## config.mk

```make
export PLATFORM = sky130hd
export DESIGN_NAME = timer_min
export DESIGN_NICKNAME = d
export VERILOG_FILES = /design/src/rtl/timer_min.sv
export SDC_FILE = /design/constraint.sdc
export NUM_CORES = 1
export LEC_CHECK = 0
export CAP_MARGIN = 20
export CELL_PAD_IN_SITES_DETAIL_PLACEMENT = 1
export CELL_PAD_IN_SITES_GLOBAL_PLACEMENT = 1
export CORE_ASPECT_RATIO = 1.2
export CORE_MARGIN = 2
export CORE_UTILIZATION = 45
export CTS_BUF_LIST = sky130_fd_sc_hd__clkbuf_4
export DETAILED_ROUTE_END_ITERATION = 16
export DONT_BUFFER_PORTS = 1
export PLACE_DENSITY_LB_ADDON = 0.25
export SYNTH_ARGS = -nofsm -noshare
export SYNTH_HDL_FRONTEND = slang
export SYNTH_SLANG_ARGS = --single-unit
```

## constraint.sdc

```tcl
create_clock -name mclk -period 5.5 [get_ports mclk]
set_input_delay 0.275 -clock mclk [delete_from_list [all_inputs] [get_ports mclk]]
set_output_delay 0.275 -clock mclk [all_outputs]
set_load 0.01 [all_outputs]
```

## src/rtl/timer_min.sv

```systemverilog
// timer_min
// Minute stage and run-control for the countdown-style timer. Gates the
// seconds counter, accumulates its minute carries, compares the minute
// count against a user-set target and runs a timed alarm on a match.
// Every output is a flop; the next values are formed in one combinational
// block and loaded together on the clock edge.

module timer_min #(
   parameter int MAX_MIN       = 60,
   parameter int ALARM_SECONDS = 10
) (
   input  logic       mclk,
   input  logic       reset,
   input  logic       carry_for_min,
   input  logic       sec_p,
   input  logic       btn_start,
   input  logic       btn_set,
   input  logic       btn_inc,
   output logic       enable,
   output logic [5:0] r_min,
   output logic [5:0] r_target,
   output logic [1:0] mode,
   output logic       alarm,
   output logic       blink,
   output logic       sec_clr
);

   typedef enum logic [1:0] {
      IDLE  = 2'd0,
      SET   = 2'd1,
      RUN   = 2'd2,
      ALARM = 2'd3
   } stateT;

   // Highest legal minute value; counters wrap from here back to zero.
   localparam logic [5:0] MinLast   = 6'(MAX_MIN - 1);
   // Alarm counter value at which the timed alarm ends on its own.
   localparam logic [7:0] AlarmLast = 8'(ALARM_SECONDS);

   stateT      r_state;
   stateT      w_stateNext;
   logic [7:0] r_alarmCnt;
   logic [7:0] w_alarmCntNext;
   logic [5:0] w_minInc;
   logic [5:0] w_targetInc;
   logic [5:0] w_minNext;
   logic [5:0] w_targetNext;
   logic       w_blinkNext;
   logic       w_secClrNext;
   logic       w_exit;

   // The mode output is the state register itself, so it is registered.
   assign mode = r_state;

   // Modulo-MAX_MIN increments of the minute count and the target.
   always_comb begin
      w_minInc    = (r_min == MinLast) ? 6'd0 : r_min + 6'd1;
      w_targetInc = (r_target == MinLast) ? 6'd0 : r_target + 6'd1;
   end

   // Next-state and next-output decode; everything holds unless a state acts.
   always_comb begin
      w_stateNext    = r_state;
      w_minNext      = r_min;
      w_targetNext   = r_target;
      w_alarmCntNext = r_alarmCnt;
      w_blinkNext    = blink;
      w_secClrNext   = 1'b0;
      w_exit         = 1'b0;

      case (r_state)
         IDLE: begin
            // Start has priority over entering set mode; carries are ignored.
            if (btn_start) begin
               w_stateNext = RUN;
            end else if (btn_set) begin
               w_stateNext = SET;
            end
         end

         SET: begin
            // An increment arriving with the leave request still counts.
            if (btn_inc) begin
               w_targetNext = w_targetInc;
            end
            if (btn_set) begin
               w_stateNext = IDLE;
            end
         end

         RUN: begin
            // The carry is applied before deciding between alarm and pause,
            // so a target match beats a simultaneous pause request.
            if (carry_for_min) begin
               w_minNext = w_minInc;
               if ((w_minInc == r_target) && (r_target != 6'd0)) begin
                  w_stateNext    = ALARM;
                  w_alarmCntNext = 8'd0;
                  w_blinkNext    = 1'b0;
               end else if (btn_start) begin
                  w_stateNext = IDLE;
               end
            end else if (btn_start) begin
               w_stateNext = IDLE;
            end
         end

         ALARM: begin
            // Acknowledge wins over a same-cycle second tick, whose toggle
            // is then dropped.
            if (btn_start) begin
               w_exit = 1'b1;
            end else if (sec_p) begin
               w_alarmCntNext = r_alarmCnt + 8'd1;
               w_blinkNext    = ~blink;
               if (w_alarmCntNext == AlarmLast) begin
                  w_exit = 1'b1;
               end
            end
            if (w_exit) begin
               w_stateNext    = IDLE;
               w_minNext      = 6'd0;
               w_blinkNext    = 1'b0;
               w_alarmCntNext = 8'd0;
               w_secClrNext   = 1'b1;
            end
         end

         default: begin
            w_stateNext = IDLE;
         end
      endcase
   end

   // State and output registers, cleared asynchronously by reset.
   always_ff @(posedge mclk or posedge reset) begin
      if (reset) begin
         r_state    <= IDLE;
         r_min      <= 6'd0;
         r_target   <= 6'd0;
         r_alarmCnt <= 8'd0;
         enable     <= 1'b0;
         alarm      <= 1'b0;
         blink      <= 1'b0;
         sec_clr    <= 1'b0;
      end else begin
         r_state    <= w_stateNext;
         r_min      <= w_minNext;
         r_target   <= w_targetNext;
         r_alarmCnt <= w_alarmCntNext;
         enable     <= (w_stateNext == RUN);
         alarm      <= (w_stateNext == ALARM);
         blink      <= w_blinkNext;
         sec_clr    <= w_secClrNext;
      end
   end

endmodule

```

Yosys cells after proc, flatten, opt, wreduce, memory -nomap -nowiden. Index checks and enable logic that the tools add are counted.

Bits in registers: 26. Bits of input ports: 7. Logic and storage cells: 64.

Add/subtract/negate cells: 3. Equal/unequal tests: 14. Muxes and demuxes: 31. Bitwise operators: 1. Reduce and logical (&&, ||, !) cells: 7.

Operators by type and width (number): two-way mux 8 bit (5); two-way mux 6 bit (4); case mux 8 bit (2 select lines) (1); two-way mux 2 bit (7); adder 6 x 1 -> 6 bit, second input constant (2); == test 6 bit, second input constant (2); case mux 6 bit (2 select lines) (1); two-way mux 1 bit (11); adder 8 x 1 -> 8 bit, second input constant (1); == test 2 bit, second input constant (4); == test 8 x 4 -> 1 bit, second input constant (1); case mux 2 bit (4 select lines) (1); == test 6 bit (1); != test 2 bit, second input constant (3); != test 3 bit, second input constant (2); nonzero test 6 bit (1); AND reduction 5 bit (1); AND reduction 3 bit (1); == test 2 x 1 -> 1 bit, second input constant (1); logical NOT 2 bit (1); case mux 1 bit (2 select lines) (1); AND reduction 2 bit (1); nonzero test 2 bit (1); logical AND 1 bit (1); NOT 1 bit (1).

Depth between registers and ports, before layout. Gate-level depths: netlist of the first run.

Word-level depth: 9. Depth in mapped cells: 8.

Least setup slack after synthesis of the first run. OpenSTA, ideal clock, no wires.

Kind: register -> register. Start point: register r_alarmCnt[0]. End point: register r_min[5]. Setup time: 121 ps. Arrival: 2080 ps. Slack: 3299 ps. Cell stages (with the launch flop): 8. Buffers on the path: 0. Cell sequence: dfrtp_1 -> ha_1 -> a211oi_2 -> o2111ai_2 -> a2111oi_4 -> o21bai_2 -> mux2_4 -> a22o_1.

Cells in the longest elaborated chain, start to end: 8.

Ends and longest elaborated chain: start: declaration (line 42) `logic [7:0] r_alarmCnt;`; start signal: assignment (line 150) `r_alarmCnt <= w_alarmCntNext;`; adder 8 x 1 -> 8 bit (line 114) `w_alarmCntNext = r_alarmCnt + 8'd1;`; == test 8 x 4 -> 1 bit (line 116) `if (w_alarmCntNext == AlarmLast) begin`; two-way mux 1 bit (line 116); two-way mux 1 bit (line 113) `end else if (sec_p) begin`; two-way mux 1 bit (line 111) `if (btn_start) begin`; two-way mux 1 bit (line 71) `case (r_state)`; != test 2 bit (no line); AND reduction 3 bit (no line); end signal: assignment (line 148) `r_min <= w_minNext;`; end: declaration (line 20) `output logic [5:0] r_min,`.

No other way between the ends. The select of a mux whose other input is x is not followed. A chain may end at the register's enable or synchronous reset.

Final worst setup path of the first run.
Start point: register r_min[0]. End point: register r_alarmCnt[1].

Cells in the longest elaborated chain, start to end: 6. Elaborated cells between the ends (all ways): 7.

Ends and longest elaborated chain: adder 6 x 1 -> 6 bit or == test 6 bit (tied branches) (line 57) `w_minInc = (r_min == MinLast) ? 6'd0 : r_min + 6'd1;`; two-way mux 6 bit * (line 57); == test 6 bit * (line 96) `if ((w_minInc == r_target) && (r_target != 6'd0)) begin`; logical AND 1 bit * (line 96); != test 2 bit (no line) *; AND reduction 5 bit (no line) *.

Mark *: on every way between the ends. The rest lies on a longest branch, timed or not.

==> results.json, run 1 <==
{
  "yosys_warnings": 0,
  "cp-end-kind": "register",
  "row_count": 24,
  "antenna_left": 0,
  "synth.distinct_cells": 51,
  "clk_pin_slew_ns": 0.14,
  "hold_class": "input pin to register",
  "drive_gt1_frac": 0.0693,
  "final_area_sq_um": 1840,
  "final_util": 0.499,
  "synth_edf_count": 0,
  "path_class": "register to register",
  "clock_path_buffers": 2,
  "avgSynthCellArea_sq_um": 8.52,
  "crit_path_top_delay_cell": "dfrtp_1",
  "dieHeight_microns": 72.6,
  "fin_total_pwr_mw": 0.862,
  "htreeDepth": 1,
  "cp.arrival_ns": 2.75,
  "setup-tns-final_ns": 0,
  "die_x_microns": 61.2,
  "track_usage": 0.218,
  "final_cell_mix": "dfrtp_1 (26), nand2_1 (21), nor2_1 (14)",
  "syn_area_sq_um": 1760,
  "synthFlopType": "dfrtp_1",
  "antenna_found_initial": 0,
  "wl_mm": 4.34,
  "num_io_pins": 25,
  "num_vias": 1572,
  "final_nets": 216,
  "fmaxAchievable_mhz": 390,
  "synth-async-reset-ratio": 1.00,
  "p_leak_nw": 0.762,
  "synthToLayoutAreaGrowth_pct": 4.54,
  "design.die.area_sq_um": 4440,
  "p_per_area_nw_per_um2": 468,
  "vias_per_cell": 6.19,
  "maxCapViolations": 0,
  "postCtsSetupBuffers": 0,
  "worstPathCellList": "ha_1 > o211ai_1 > mux2i_1 > xor2_1 > nand3_1 > o22ai_2 > o22ai_1",
  "place.port_buffers": 0,
  "firstDrtPassIters": 4,
  "fin_crit_ns": 2.56,
  "layout_commonest_cell": "dfrtp_1",
  "hpwl_mm": 3.37,
  "synthCells": 207,
  "crit_path_max_fanout": 9,
  "fill_cells": 443,
  "core_area_sq_um": 3690,
  "overflow": 0,
  "num_antenna_cells": 0,
  "maxSlewViolCount": 0,
  "drt_iter0_markers": 51,
  "placed_cell_area_sq_um": 1780,
  "tightest_slew_ns": 0.462,
  "fin_skew_ns": 0.0141,
  "cp_slowest_stage_delay_ns": 0.60,
  "relSlewSlack": 0.691,
  "synthesis.nets": 219,
  "required_ns": 5.68,
  "cts_tree": "yes",
  "hold_viol": 0,
  "cts.sinks": 26,
  "finalSetupViolCount": 0,
  "wl_per_cell_microns": 17.1,
  "clock_latency_ns": 0.32,
  "final.period_utilization": 0.466,
  "ys_seq_area_frac": 0.369,
  "status": "completed",
  "grt_pass1_vias": 1643,
  "r2r_slack_ns": 2.94,
  "drc": 0,
  "start_util": 0.478,
  "cts_buffers": 3,
  "cp-start-kind": "register",
  "yosys_register_bits": 26,
  "rsz0062_at_grt": "false",
  "routabilityCongestion": 0.851,
  "peakVddDrop_mv": 0.191,
  "grt_pass1_wl_mm": 7.45,
  "grt_max_degree": 27,
  "cts_root_buffer": "clkbuf_4"
}
-- power by group --
| group | internal (mW) | switching, mW | total (mW) | leakage (nW) |
|---|---|---|---|---|
| sequential | 0.258 | 0.166 | 0.424 | 0.345 |
| clock | 0.0257 | 0.0544 | 0.0801 | 0.0138 |
| combinational | 0.159 | 0.200 | 0.358 | 0.403 |
| total | 0.442 | 0.420 | 0.862 | 0.762 |
-- final cells by class --
cell class | instances | area [sq um] | share of cell area
multi-input cells | 158 | 1020 | 0.553
well taps | 52 | 65.1 | 0.0353
inverters | 13 | 48.8 | 0.0265
clock buffers | 3 | 22.5 | 0.0122
repair buffers | 2 | 37.5 | 0.0204
flip-flops and latches | 26 | 651 | 0.353
-- synthesized netlist by cell type, types with 6 or more instances --
| master | n | area share |
|---|---|---|
| a21oi_1 | 9 | 0.026 |
| dfrtp_1 | 26 | 0.37 |
| inv_1 | 13 | 0.028 |
| nor2_1 | 14 | 0.030 |
| nor3_1 | 6 | 0.017 |
| nand2_1 | 21 | 0.045 |
| o21ai_1 | 7 | 0.020 |
| nand3_1 | 11 | 0.031 |
| a31oi_1 | 6 | 0.021 |
| clkbuf_1 | 6 | 0.013 |
| and3_1 | 6 | 0.021 |
| o21ai_0 | 12 | 0.034 |
-- final timing paths --
kind                                  to      start  cells after the start
hold reg to reg                    blink      blink                      1
max in group asynchronous        sec_clr      reset                      3
min in group asynchronous       r_min[4]      reset                      2
setup / recovery           r_alarmCnt[1]   r_min[0]                      7
hold / removal                    enable  btn_start                      2
setup reg to reg           r_alarmCnt[1]   r_min[0]                      7
-- per-stage QoR --
stage | instances | setup slack (ns) | hold WS (ns)
6_report | 254 | 2.94 | 0.0654
4_1_cts | 252 | 2.95 | 0.0681
5_1_grt | 254 | 2.79 | 0.0569
3_3_place_gp | 249 | 3.05 | 0.407
2_1_floorplan | 207 | 3.30 | 0.315
3_5_place_dp | 249 | 2.95 | 0.426
-- cell families (layout without fill, tap and decap cells) --
family	count (synthesis)	count (layout)	share of synthesized area
xor gates and xnor gates	7	7	0.0348
adders and majority gates	5	5	0.0355
buffers and inverters	23	18	0.0532
and+or+nand+nor	83	83	0.241
DFF	26	26	0.369
AOI/OAI and AO/OA	58	58	0.235
muxes	5	5	0.0312
-- worst max-delay path, delay by kind of cell, from the launching register on --
kind | cells | cell delay (ns)
AND/OR/NAND/NOR | 1 | 0.13
flip-flops | 1 | 0.60
XOR/XNOR | 1 | 0.28
adder cells (fa/ha/maj) | 1 | 0.42
multiplexers | 1 | 0.30
AO/OA/AOI/OAI | 3 | 0.69
-- metal layers --
metal	global-route usage	wire length [microns]
met1	0.240	1720
met3	0.0479	152
met4	0.111	170
met5	0	0
met2	0.379	2290
-- state kept, by name (all words and copies together) (netlist names) --
name	flops
alarm	1
sec_clr	1
r_alarmCnt	8
r_target	6
mode	2
blink	1
enable	1
r_min	6
-- timing repair --
| item | in CTS | in global routing |
|---|---|---|
| setup endpoints to repair | 0 | 0 |
| hold buffers | 0 | 1 |
| hold endpoints to repair | 0 | 7 |
| resized for setup | 0 | 0 |
No activity file was read; power rests on OpenSTA's default activity.
==> run 2, diff against run 1 <==
CORE_UTILIZATION = 44   (was 45)
clock period = 2.3 ns   (was 5.5 ns; I/O delays follow)
==> run 2 against run 1 <==
Power increased to 2.6 times the previous value; cell count increased by 6.3%; utilization increased by 0.084 points; routed wire length is 11% higher; combinational power increased to 3.3 times the previous value; final area rose by 6.0%; clock skew down 0.0041 ns; critical path depth unchanged; worst hold slack worse by 0.052 ns; via count increased by 2.4%; non-clock buffer count rose by 13; worst setup slack worse by 2.8 ns.
==> results.json, run 2 (synthesis results as in run 1) <==
{
  "status": "completed",
  "worstReg2RegEnd": "mode[0]",
  "clock_latency_ns": 0.32,
  "largest_register": "r_alarmCnt",
  "clock_path_buffers": 2,
  "drive_gt1_frac": 0.134,
  "wl_per_cell_microns": 17.8,
  "worstPathCellList": "ha_2 > nand2b_1 > and3_1 > a221o_1 > o22ai_2 > nor2_1 > o311a_1",
  "grt_pass1_vias": 1660,
  "rsz0062_at_grt": "false",
  "cp-start-kind": "register",
  "fill_cells": 476,
  "cp.arrival_ns": 2.39,
  "hold_class": "input pin to register",
  "seq_area_sq_um": 651,
  "crit_path_max_fanout": 9,
  "pre_cts_ws_ns": 0.0419,
  "cts.sinks": 26,
  "tightest_slew_ns": 0.450,
  "fin_crit_ns": 2.17,
  "r2r_slack_ns": 0.13,
  "fin_total_pwr_mw": 2.28,
  "hpwl_mm": 3.60,
  "grt_max_degree": 27,
  "path_class": "register to register",
  "num_antenna_cells": 0,
  "vias_per_cell": 5.96,
  "antenna_found_initial": 0,
  "hold_viol": 0,
  "synthToLayoutAreaGrowth_pct": 10.9,
  "reg2reg_depth": 7,
  "cts_buffers": 3,
  "place.port_buffers": 0,
  "final_cell_mix": "dfrtp_1 (26), nand2_1 (21), nor2_1 (14)",
  "peakVddDrop_mv": 0.600,
  "overflow": 0,
  "fmaxAchievable_mhz": 461,
  "relSlewSlack": 0.700,
  "cp_slowest_stage_delay_ns": 0.39,
  "start_util": 0.451,
  "wl_mm": 4.80,
  "endpoint": "mode[0]",
  "critical_path.startpoint": "r_min[0]",
  "multiInputGateArea_sq_um": 1050,
  "maxCapViolations": 0,
  "final_nets": 230,
  "fin_skew_ns": 0.0100,
  "final.period_utilization": 0.943,
  "core_area_sq_um": 3910,
  "grt_pass1_wl_mm": 7.71,
  "crit_path_top_delay_cell": "dfrtp_1",
  "row_count": 25,
  "fin_ws_ns": 0.131,
  "routabilityCongestion": 0.772,
  "num_vias": 1610,
  "required_ns": 2.53,
  "maxSlewViolCount": 0,
  "drt_iter0_markers": 102,
  "reg_top3": "r_alarmCnt x8, r_min x6, r_target x6",
  "p_per_area_nw_per_um2": 1160,
  "antenna_left": 0,
  "design.die.area_sq_um": 4530,
  "htreeDepth": 1,
  "num_io_pins": 25,
  "track_usage": 0.226,
  "setup-tns-final_ns": 0,
  "die_x_microns": 61.8,
  "dieHeight_microns": 73.4,
  "r2r_start": "r_min[0]",
  "finalSetupViolCount": 0,
  "largest_register_ff_count": 8,
  "p_leak_nw": 0.822,
  "cts_root_buffer": "clkbuf_4",
  "cp-end-kind": "register",
  "final_util": 0.500,
  "clk_pin_slew_ns": 0.14,
  "firstDrtPassIters": 4,
  "cts_tree": "yes",
  "layout_commonest_cell": "dfrtp_1",
  "drc": 0
}
-- run 2: critical path, delay by kind of cell, from the launching register on --
family / cells / cell delay [ns]
adders and majority gates: 1 / 0.28
DFF: 1 / 0.39
and+or+nand+nor: 3 / 0.49
AOI/OAI and AO/OA: 3 / 0.93
-- run 2: layout make-up --
class	instances	area share
Tap cell	54	0.0345
Multi-Input combinational cell	159	0.536
Sequential cell	26	0.333
Timing Repair Buffer	15	0.0601
Inverter	13	0.0250
Clock buffer	3	0.0115
-- run 2: where the power goes --
part / total (mW) / internal, mW / switching (mW)
Sequential: 0.892 / 0.618 / 0.273
Combinational: 1.19 / 0.506 / 0.686
Clock: 0.194 / 0.0614 / 0.132
Total: 2.28 / 1.19 / 1.09
-- run 2: what timing repair did --
action,in CTS,in global routing
setup buffers,0,0
setup endpoints to repair,0,10
hold buffers,2,0
endpoints found under the hold margin,29,0
gates resized for setup,0,3
-- run 2: metal layers --
layer,global-route usage,vias up,part of all wire
met1,0.247,802,0.39
met5,0,-,0
li1,-,768,-
met4,0.0827,0,0.018
met2,0.428,31,0.56
met3,0.0282,9,0.031
-- run 2: through the flow --
step                hold WS, ns  instances  cell area [sq um]
finish                   0.0137        270               1960
global placement         0.0827        264               1880
global route             0.0102        270               1960
CTS                     0.00355        269               1930
detailed placement       0.0991        264               1880
floorplan                 0.155        207               1760
-- run 2: how the worst min path moves through the flow --
| stage | from | endpoint | cells after the start |
|---|---|---|---|
| 2_1_floorplan | reset | alarm | 1 |
| 3_3_place_gp | reset | sec_clr | 2 |
| 3_5_place_dp | reset | sec_clr | 2 |
| 4_1_cts | btn_start | r_alarmCnt[2] | 3 |
| 5_1_grt | btn_start | r_alarmCnt[2] | 3 |
| 6_report | btn_start | r_alarmCnt[2] | 3 |
